## config.mk

```make
export PLATFORM = sky130hd
export DESIGN_NAME = btn_debounce_rpt
export DESIGN_NICKNAME = d
export VERILOG_FILES = /design/src/rtl/btn_debounce_rpt.sv
export SDC_FILE = /design/constraint.sdc
export NUM_CORES = 1
export LEC_CHECK = 0
export CORE_AREA = 5 5 86 148
export DETAILED_ROUTE_END_ITERATION = 16
export DIE_AREA = 0 0 91 153
export HOLD_SLACK_MARGIN = 0.02
export PLACE_DENSITY = 0.54
export RECOVER_POWER = 50
export SLEW_MARGIN = 10
export SYNTH_ARGS = -nofsm -noshare
export SYNTH_HDL_FRONTEND = slang
export SYNTH_SLANG_ARGS = --single-unit
```

## constraint.sdc

```tcl
create_clock -name clk_24M -period 6.1 [get_ports clk_24M]
set_input_delay 1.22 -clock clk_24M [delete_from_list [all_inputs] [get_ports clk_24M]]
set_output_delay 1.22 -clock clk_24M [all_outputs]
set_load 0.02 [all_outputs]
```

## src/rtl/btn_debounce_rpt.sv

```systemverilog
// Push-button conditioner: 2-FF synchroniser, tick-qualified debounce and
// press/release/auto-repeat strobes, all registered on clk_24M.
module btn_debounce_rpt #(
    parameter int unsigned N_BTN        = 4,
    parameter int unsigned STABLE_TICKS = 2,
    parameter int unsigned REPEAT_DELAY = 10,
    parameter int unsigned REPEAT_RATE  = 4,
    parameter bit          ACTIVE_LOW   = 1'b0
) (
    input  logic             clk_24M,
    input  logic             reset,
    input  logic             clk_debounce,
    input  logic [N_BTN-1:0] btn_raw,
    output logic [N_BTN-1:0] btn_level,
    output logic [N_BTN-1:0] btn_press,
    output logic [N_BTN-1:0] btn_release,
    output logic [N_BTN-1:0] btn_repeat
);

    localparam int unsigned CNT_W  = 4;
    localparam int unsigned RCNT_W = 8;
    localparam logic [CNT_W-1:0]  CNT_LAST   = CNT_W'(STABLE_TICKS - 1);
    localparam logic [RCNT_W-1:0] DELAY_LAST = RCNT_W'(REPEAT_DELAY - 1);
    localparam logic [RCNT_W-1:0] RATE_LAST  = RCNT_W'(REPEAT_RATE - 1);
    localparam bit                RPT_EN     = (REPEAT_DELAY != 0);

    typedef enum logic [1:0] {
        IDLE = 2'd0,
        HOLD = 2'd1,
        RPT  = 2'd2
    } rpt_state_t;

    logic [N_BTN-1:0]  raw_norm_c;
    logic [N_BTN-1:0]  fall_c;
    logic [N_BTN-1:0]  sync_meta;
    logic [N_BTN-1:0]  sync;
    logic [CNT_W-1:0]  cnt   [N_BTN];
    logic [RCNT_W-1:0] rcnt  [N_BTN];
    rpt_state_t        state [N_BTN];

    assign raw_norm_c = ACTIVE_LOW ? ~btn_raw : btn_raw;

    // Level is about to drop this edge; a repeat here would overlap the release.
    always_comb begin
        fall_c = '0;
        for (int i = 0; i < N_BTN; i++) begin
            fall_c[i] = clk_debounce && btn_level[i] && !sync[i] && (cnt[i] == CNT_LAST);
        end
    end

    always_ff @(posedge clk_24M) begin
        if (reset) begin
            sync_meta   <= '0;
            sync        <= '0;
            btn_level   <= '0;
            btn_press   <= '0;
            btn_release <= '0;
            btn_repeat  <= '0;
            for (int i = 0; i < N_BTN; i++) begin
                cnt[i]   <= '0;
                rcnt[i]  <= '0;
                state[i] <= IDLE;
            end
        end else begin
            sync_meta   <= raw_norm_c;
            sync        <= sync_meta;
            btn_press   <= '0;
            btn_release <= '0;
            btn_repeat  <= '0;
            for (int i = 0; i < N_BTN; i++) begin
                // Debounce: a run of STABLE_TICKS disagreeing tick samples flips the level.
                if (clk_debounce) begin
                    if (sync[i] == btn_level[i]) begin
                        cnt[i] <= '0;
                    end else if (cnt[i] == CNT_LAST) begin
                        btn_level[i]   <= sync[i];
                        btn_press[i]   <= sync[i];
                        btn_release[i] <= !sync[i];
                        cnt[i]         <= '0;
                    end else begin
                        cnt[i] <= cnt[i] + CNT_W'(1);
                    end
                end

                case (state[i])
                    IDLE: begin
                        if (RPT_EN && btn_press[i]) begin
                            state[i] <= HOLD;
                            rcnt[i]  <= '0;
                        end
                    end
                    HOLD: begin
                        if (btn_release[i]) begin
                            state[i] <= IDLE;
                        end else if (clk_debounce) begin
                            if (rcnt[i] == DELAY_LAST) begin
                                btn_repeat[i] <= !fall_c[i];
                                rcnt[i]       <= '0;
                                state[i]      <= RPT;
                            end else begin
                                rcnt[i] <= rcnt[i] + RCNT_W'(1);
                            end
                        end
                    end
                    RPT: begin
                        if (btn_release[i]) begin
                            state[i] <= IDLE;
                        end else if (clk_debounce) begin
                            if (rcnt[i] == RATE_LAST) begin
                                btn_repeat[i] <= !fall_c[i];
                                rcnt[i]       <= '0;
                            end else begin
                                rcnt[i] <= rcnt[i] + RCNT_W'(1);
                            end
                        end
                    end
                    default: state[i] <= IDLE;
                endcase
            end
        end
    end

endmodule

```

==> run_results.csv, run 1 <==
group,metric,value,unit
outcome,outcome,"completed",
die,io_pins,23,
routing,wl_per_cell,14.98,um
routing,drtIter0Drc,110,
placement,place_ws,2415,ps
timing,hold_viol_final,0,
grt,grt_pass1_vias,3236,
synth,syn_area_per_cell,10.75,um^2
synth,synth.area.top_cells,"edfxtp_1, dfxtp_1, ha_1",
grt,grt.total_usage,0.1291,
timing,tns,0,ps
timing,timing.final.crit_share,0.6153,
routing,drc_errors,0,
power,p_leak,1.851,nW
clock_tree,root_buffer,"clkbuf_16",
layout,fillCellCount,1078,
critical_path,cp_max_fo,27,
grt,grt_pass1_wl,14770,um
die,num_rows,52,
power,netSwitchingPower,281.7,uW
critical_path,cpPeakStageDelay,610,ps
critical_path,cp-end-kind,"flip-flop",
die,die-area,13920,um^2
layout,nets,472,
power,swShare,0.2290,
clock_tree,cts.clk_slew.worst_paths,60,ps
placement,place_congestion,0.7374,
critical_path,crit_path_end,"rcnt[0][7]",
synth,yosysUniqueCellTypes,49,
critical_path,path_depth,6,
synth,synth_edf_count,56,
synth,synthArstFlopShare,0,
timing,clock.fmax,266.4,MHz
clock_tree,cts_inserted_buffers,9,
timing,timing.slew.headroom,0.1222,
synth,synth_warnings,0,
power,power_frac_seq,0.516,
clock_tree,clock_path_buffers,2,
critical_path,cp.required,6260,ps
layout,final_cell_mix,"edfxtp_1, ha_1, nor2_1",
routing,viasPerCell,5.358,
critical_path,r2r_setup_slack,3980,ps
critical_path,crit_path_start_kind,"input pin",
flow_run,cap_viol_max_count,0,
synth,ys_ff_latch,80,
timing,setup_ws,2346,ps
critical_path,crit_chain,"dlygate4sd3_1, clkbuf_1, nor2b_1, clkbuf_1, or3b_2, a211oi_1",
critical_path,worstPathArrival,3910,ps
layout,drive_gt1_frac,0.05479,
clock_tree,post_cts_buffers,0,
timing,rsz0062_at_grt,"false",
routing,ant_nets,0,
layout,ff_latch_area,2162,um^2
timing,slew_viol_final,0,
critical_path,r2r-start,"state[1][0]",
die,start_util,0.3879,
power,internal_power,948.6,uW
routing,routed_wl,8583,um
grt,grt_max_degree,28,
synth,synth_area,4417,um^2
grt,antenna_found_initial,0,
timing,tightest_slew,1317,ps
min_path,worstHoldPathType,"reg -> reg",
layout,multi_input_area,2115,um^2
synth,seq_area_frac_synth,0.4895,
layout,mostFrequentLayoutCell,"edfxtp_1",
power,comb_power_share,0.069,
clock_tree,tritoncts,"done",
critical_path,critPathKind,"in -> reg",
synth,yosysTopAreaCellShare,0.3807,
placement,place_hpwl,6425,um
layout,antennaDiodeCount,0,
clock_tree,hold_buffers,0,
clock_tree,htreeDepth,3,
critical_path,crit_top_cell,"clkbuf_1",
clock_tree,ctsResizeCount,0,
critical_path,cp.buffers_inverters,3,
synth,synth_cells,411,
synth,synth_top_area_cell,"edfxtp_1",
critical_path,crit_start,"reset",
clock_tree,cts_sinks,80,
synth,synth_fp_nets,450,
placement,port_buffers,22,
synth,ys.flop_type,"edfxtp_1",
timing,fin_crit,3754,ps
die,core_area,11390,um^2
clock_tree,clkLatencyLatePin,330,ps
timing,setup_viol,0,
layout,area_growth,14.14,%
critical_path,cp_top_family,"buffers and inverters",
critical_path,crit_slowest_cell,"or3b_2",
critical_path,rr_worst_depth,5,
timing,fin_worst_skew,6.379,ps
routing,drt_first_pass_iters,4,
power,ir_worst_vdd,0.0001410,V
power,power.density,244.1,nW/um^2
timing,holdWs,447.7,ps
routing,vias,3070,
die,die_w,91,um
power,clock_power_share,0.415,
grt,overflow,0,
die,die_h,153,um
critical_path,timing.rr.end,"rcnt[1][2]",
-- how the worst min path moves through the flow --
stage | to | cells past startpoint | startpoint | slack (ps)
floorplan | sync[0] | 1 | sync_meta[0] | 410
global route | sync[3] | 1 | sync_meta[3] | 460
detailed placement | sync[1] | 1 | sync_meta[1] | 430
global placement | sync[3] | 1 | sync_meta[3] | 420
finish | sync[3] | 1 | sync_meta[3] | 450
CTS | sync[1] | 1 | sync_meta[1] | 450
-- state kept, by name (all words and copies together) (netlist names) --
| signal | count |
|---|---|
| sync | 4 |
| btn_press | 4 |
| cnt | 16 |
| rcnt | 32 |
| btn_repeat | 4 |
| btn_level | 4 |
| btn_release | 4 |
| sync_meta | 4 |
| state | 8 |
-- synthesized netlist by cell type, types with 2 or more instances --
cell type and count:
a211oi_1 13, a21oi_1 14, a221oi_1 3, and3_1 7, and3b_1 2, and4_1 2
clkbuf_1 11, dfxtp_1 24, edfxtp_1 56, ha_1 32, inv_1 22, mux2i_1 6
nand2_1 21, nand2b_1 4, nand3_1 20, nand3b_1 14, nand4_1 7, nor2_1 31
nor2b_1 12, nor3_1 11, nor3b_1 13, nor4_1 2, nor4bb_1 4, o2111a_1 3
o211ai_1 2, o21ai_0 14, or2_2 4, or3_1 13, or4_1 2, xnor2_1 12
xor2_1 12
-- stage by stage --
step | util | std cells | total power [mW] | instance area (um^2)
5_1_grt | 0.4427 | 573 | 1.287 | 5041
3_3_place_gp | 0.4184 | 557 | 0.7308 | 4763
2_1_floorplan | - | 411 | 0.7046 | 4417
6_report | 0.4427 | 573 | 1.230 | 5041
4_1_cts | 0.4434 | 573 | 1.253 | 5049
3_5_place_dp | 0.4184 | 557 | 0.7332 | 4763
-- layer usage --
layer | track usage | up-vias | part of all wire
li1 | - | 1561 | -
met1 | 0.1363 | 1476 | 0.41
met2 | 0.2429 | 22 | 0.55
met3 | 0.01623 | 11 | 0.015
met4 | 0.06713 | 0 | 0.023
met5 | 0 | - | 0
-- cell families after synthesis --
kind of cell    count (synthesis)  synth area share
compound gates                 60            0.1003
flops                          80            0.4895
xor+xnor                       24           0.04759
mux                             6           0.01360
fa+ha+maj                      32           0.09065
simple gates                  174            0.2266
buf+inv                        35           0.03173
-- cell type report --
cell class	count	share of cell area
tap	135	0.03351
timing repair buffer	24	0.04517
inverter	22	0.01638
clock buffer	13	0.05361
clock inverter	3	0.002978
multi-input combinational	296	0.4195
sequential	80	0.4289
-- power groups by stage --
stage               clock network [mW]  registers [mW]  logic (mW)
floorplan                            0           0.635      0.0694
global placement                     0           0.645      0.0855
detailed placement                   0           0.646      0.0869
CTS                              0.531           0.635      0.0875
global route                     0.552           0.639      0.0967
finish                           0.511           0.635      0.0847
No activity file was read; power rests on OpenSTA's default activity.
==> inputs of run 2 (changes only) <==
==> constraint.sdc (replaced) <==
create_clock -name clk_24M -period 3.6 [get_ports clk_24M]
set_input_delay 0.72 -clock clk_24M [delete_from_list [all_inputs] [get_ports clk_24M]]
set_output_delay 0.72 -clock clk_24M [all_outputs]
set_load 0.02 [all_outputs]
==> run 2 against run 1 <==
Utilization decreased by 0.055 points. Register-to-register slack got worse by 2700 ps. Die area unchanged. Wire length increased by 4.7%. Final cell count increased by 0.35%. Sequential power increased by 70%. Count of clock-buffer cells in the layout increased by 2. Sequential share of layout area increased by 0.053 points. Sequential cell count unchanged. Total power increased by 68%. Largest cell class unchanged.
==> run_results.csv, run 2 (synthesis gave the netlist of run 1 again) <==
group,metric,value,unit
die,start_util,0.3879,
layout,top_regs,"rcnt (32), cnt (16), state (8)",
layout,finish.instance_area,5035,um^2
power,p_leak,1.817,nW
clock_tree,root_buffer,"clkbuf_16",
grt,grt.total_usage,0.1337,
layout,top_register,"rcnt",
flow_run,cap_viol_max_count,0,
routing,routed_wl,8988,um
placement,place_hpwl,6647,um
critical_path,r2r_setup_slack,1330,ps
timing,timing.slew.headroom,0.2584,
timing,rsz0062_at_grt,"false",
power,swShare,0.2286,
timing,fin_crit,2795,ps
layout,final_cell_mix,"edfxtp_1, ha_1, nor2_1",
die,io_pins,23,
placement,dp.cells,559,
critical_path,worstPathArrival,2940,ps
critical_path,cp_max_fo,26,
timing,tns,0,ps
grt,grt_max_degree,27,
layout,nets,474,
timing,hold_viol_final,0,
critical_path,cp_top_family,"buffers and inverters",
power,power.density,409.9,nW/um^2
min_path,hold_path_end,"sync[3]",
layout,fin_util,0.4422,
clock_tree,tritoncts,"done",
clock_tree,cts.clk_slew.worst_paths,60,ps
timing,setup_viol,0,
layout,antennaDiodeCount,0,
placement,place_congestion,0.7656,
clock_tree,clock_path_buffers,2,
routing,vias,3131,
layout,fillCellCount,1087,
critical_path,rr_worst_depth,3,
timing,timing.final.crit_share,0.7763,
routing,ant_nets,0,
placement,place_area,4778,um^2
routing,drtIter0Drc,120,
timing,tightest_slew,1112,ps
die,core_area,11390,um^2
placement,place_ws,775.6,ps
timing,clock.fmax,357.8,MHz
clock_tree,ctsResizeCount,0,
clock_tree,cts_sinks,80,
outcome,outcome,"completed",
min_path,worstHoldPathType,"reg -> reg",
clock_tree,cts_inserted_buffers,9,
layout,area_growth,13.99,%
routing,drc_errors,0,
routing,wl_per_cell,15.63,um
die,die-area,13920,um^2
power,comb_power_share,0.071,
critical_path,critPathKind,"in -> reg",
grt,antenna_found_initial,0,
die,die_w,91,um
timing,fin_worst_skew,7.378,ps
layout,mostFrequentLayoutCell,"edfxtp_1",
die,num_rows,52,
power,power_frac_seq,0.521,
min_path,hold_depth,1,
critical_path,crit_path_start_kind,"input pin",
clock_tree,htreeDepth,3,
grt,grt_pass1_wl,15190,um
timing,setup_ws,805.2,ps
power,power.total,2.064,mW
timing,slew_viol_final,0,
placement,port_buffers,22,
clock_tree,hold_buffers,0,
critical_path,cp.buffers_inverters,3,
power,ir_worst_vdd,0.0002440,V
power,netSwitchingPower,471.7,uW
timing,holdWs,439.5,ps
layout,drive_gt1_frac,0.04773,
critical_path,crit_slowest_cell,"dlygate4sd3_1",
grt,grt_pass1_vias,3225,
clock_tree,post_cts_buffers,0,
critical_path,crit_chain,"dlygate4sd3_1, buf_4, nor2b_1, clkbuf_1, nand3b_1, a211oi_1",
routing,viasPerCell,5.445,
layout,stdcell_count,575,
critical_path,timing.rr.end,"rcnt[1][3]",
power,internal_power,1.592,mW
min_path,hold_path_startpoint,"sync_meta[3]",
layout,largest_register_ffs,32,
clock_tree,clkLatencyLatePin,330,ps
power,clock_power_share,0.407,
critical_path,cpPeakStageDelay,600,ps
critical_path,cp.required,3750,ps
critical_path,cp-end-kind,"flip-flop",
routing,drt_first_pass_iters,4,
critical_path,r2r-start,"rcnt[1][4]",
die,die_h,153,um
grt,overflow,0,
## run 2: cell types whose count changed in the layout (fill, tap and decap cells not counted), sizes merged
cell and change:
clkdlybuf4s50 +7, dlygate4sd3 -7, buf +2, clkbuf +2, clkinv -2
## run 2: how the worst max path moves through the flow
stage | startpoint | endpoint | slack (ps) | cells past startpoint
2_1_floorplan | reset | state[1][0] | 1250 | 5
3_3_place_gp | reset | state[1][1] | 800 | 4
3_5_place_dp | reset | state[1][1] | 780 | 4
4_1_cts | reset | state[1][1] | 1140 | 4
5_1_grt | reset | rcnt[3][3] | 590 | 6
6_report | reset | rcnt[2][1] | 810 | 6
## run 2: power groups by stage
| stage | clock [mW] | sequential [mW] | combinational [mW] |
|---|---|---|---|
| 2_1_floorplan | 0 | 1.08 | 0.118 |
| 3_3_place_gp | 0 | 1.09 | 0.148 |
| 3_5_place_dp | 0 | 1.10 | 0.151 |
| 4_1_cts | 0.867 | 1.08 | 0.152 |
| 5_1_grt | 0.905 | 1.08 | 0.167 |
| 6_report | 0.841 | 1.08 | 0.147 |
## run 2: cell type report
class / count / area, um^2 / area share
clock buffer: 15 / 267.8 / 0.05318
multi-input combinational: 296 / 2107 / 0.4185
sequential: 80 / 2162 / 0.4294
tap: 135 / 168.9 / 0.03355
timing repair buffer: 26 / 242.7 / 0.04821
inverter: 22 / 82.58 / 0.01640
clock inverter: 1 / 3.754 / 0.0007455
## run 2: per-layer routing
metal	track usage	wire (um)	up-vias
li1	-	-	1564
met1	0.1438	3586	1509
met2	0.2478	5040	46
met3	0.02213	191	12
met4	0.06364	169	0
met5	0	0	-
==> inputs of run 3 (changes only) <==
==> constraint.sdc (replaced) <==
create_clock -name clk_24M -period 2.7 [get_ports clk_24M]
set_input_delay 0.54 -clock clk_24M [delete_from_list [all_inputs] [get_ports clk_24M]]
set_output_delay 0.54 -clock clk_24M [all_outputs]
set_load 0.02 [all_outputs]
==> run 3 against run 2 <==
Total power increased by 37%. Utilization up 0.35 points. Final area grew 0.80%. Count of clock-buffer cells in the layout shrank 5. Setup slack got worse by 450 ps. Sequential share of layout area fell by 0.34 points. Clock power is 43% higher. First-iteration DRC count grew 0.83%. Largest cell class unchanged.
==> run_results.csv, run 3 (synthesis gave the netlist of run 1 again) <==
group,metric,value,unit
layout,fillCellCount,1081,
die,core_area,11390,um^2
critical_path,cp-end-kind,"flip-flop",
power,ir_worst_vdd,0.0003129,V
routing,drc_errors,0,
critical_path,crit_path_end,"rcnt[1][5]",
die,num_rows,52,
clock_tree,ctsResizeCount,0,
clock_tree,htreeDepth,3,
layout,antennaDiodeCount,0,
timing,holdWs,443.2,ps
layout,top_register,"rcnt",
layout,top_regs,"rcnt (32), cnt (16), state (8)",
die,die_w,91,um
die,io_pins,23,
layout,ff_latch_area,2162,um^2
clock_tree,tritoncts,"done",
critical_path,critPathKind,"in -> reg",
layout,area_growth,14.90,%
timing,rsz0062_at_grt,"false",
timing,timing.slew.headroom,0.4465,
placement,port_buffers,22,
routing,routed_wl,8911,um
clock_tree,cts_sinks,80,
min_path,worstHoldPathType,"reg -> reg",
routing,drt_first_pass_iters,4,
placement,place_area,4793,um^2
critical_path,r2r_setup_slack,560,ps
critical_path,timing.rr.end,"rcnt[1][2]",
critical_path,crit_start,"reset",
routing,wl_met3,259,um
outcome,outcome,"completed",
critical_path,cp_max_fo,20,
clock_tree,clock_path_buffers,2,
clock_tree,root_buffer,"clkbuf_16",
critical_path,crit_path_start_kind,"input pin",
grt,grt_pass1_vias,3149,
routing,viasPerCell,5.437,
critical_path,worstPathArrival,2330,ps
grt,grt_max_degree,21,
timing,tns,0,ps
routing,met2WireLength,4766,um
clock_tree,clkLatencyLatePin,340,ps
grt,grt.total_usage,0.1330,
clock_tree,cts.clk_slew.worst_paths,60,ps
die,die_h,153,um
timing,fin_worst_skew,6.922,ps
layout,drive_gt1_frac,0.06561,
power,p_leak,1.865,nW
timing,clock.fmax,426.7,MHz
grt,overflow,0,
clock_tree,post_cts_buffers,0,
routing,wl_per_cell,15.44,um
critical_path,cp.required,2680,ps
timing,timing.final.crit_share,0.8680,
routing,wl_met1,3666,um
layout,nets,476,
placement,place_hpwl,6660,um
power,swShare,0.2372,
die,start_util,0.3879,
routing,highest_layer,"met4",
power,netSwitchingPower,673.1,uW
critical_path,r2r-start,"state[1][0]",
die,die-area,13920,um^2
grt,antenna_found_initial,0,
critical_path,rr_worst_depth,5,
timing,setup_viol,0,
routing,ant_nets,0,
layout,final_cell_mix,"edfxtp_1, ha_1, nor2_1",
clock_tree,cts_inserted_buffers,9,
power,comb_power_share,0.070,
layout,largest_register_ffs,32,
timing,slew_viol_final,0,
clock_tree,hold_buffers,0,
timing,fin_crit,2344,ps
layout,finish.instance_area,5075,um^2
layout,multi_input_area,2115,um^2
placement,place_congestion,0.7759,
timing,tightest_slew,809.3,ps
timing,hold_viol_final,0,
power,power.total,2.837,mW
power,power.density,559.1,nW/um^2
layout,mostFrequentLayoutCell,"edfxtp_1",
grt,grt_pass1_wl,15150,um
flow_run,cap_viol_max_count,0,
layout,stdcell_count,577,
power,clock_power_share,0.424,
placement,dp.cells,561,
routing,drtIter0Drc,121,
routing,vias,3137,
power,power_frac_seq,0.506,
power,internal_power,2.164,mW
[run 3: critical path, stage by stage]
cell and delay, ps:
dlygate4sd3_1 640, clkbuf_1 270, buf_4 310, a21oi_1 70, o21ai_0 80, clkbuf_1 410
[run 3: power groups by stage]
stage	Combinational [mW]	Sequential [mW]	Clock [mW]
2_1_floorplan	0.157	1.44	0
3_3_place_gp	0.200	1.46	0
3_5_place_dp	0.203	1.46	0
4_1_cts	0.205	1.43	1.24
5_1_grt	0.226	1.45	1.28
6_report	0.199	1.44	1.20
[run 3: per-stage QoR]
step | setup slack (ps) | utilization
floorplan | 532.6 | -
global placement | 149.9 | 0.4210
detailed placement | 89.92 | 0.4210
CTS | 461.8 | 0.4464
global route | 194.7 | 0.4457
finish | 356.4 | 0.4457
[run 3: cell type report]
class | instances | area share
timing repair buffer | 28 | 0.05079
clock buffer | 10 | 0.04512
tap | 135 | 0.03328
multi-input combinational | 296 | 0.4167
clock inverter | 6 | 0.01183
sequential | 80 | 0.4260
inverter | 22 | 0.01627
[run 3: worst min-delay path by stage]
stage / start / to / slack [ps] / depth (start not counted)
after floorplan: sync_meta[0] / sync[0] / 410 / 1
after global placement: sync_meta[2] / sync[2] / 420 / 1
after detailed placement: sync_meta[2] / sync[2] / 430 / 1
after CTS: sync_meta[2] / sync[2] / 450 / 1
after global routing: sync_meta[2] / sync[2] / 450 / 1
final: sync_meta[3] / sync[3] / 440 / 1
[run 3: layer usage]
metal / vias up / global-route usage
met5: - / 0
met4: 0 / 0.06434
met3: 17 / 0.02804
met2: 43 / 0.2319
met1: 1511 / 0.1521
li1: 1566 / -
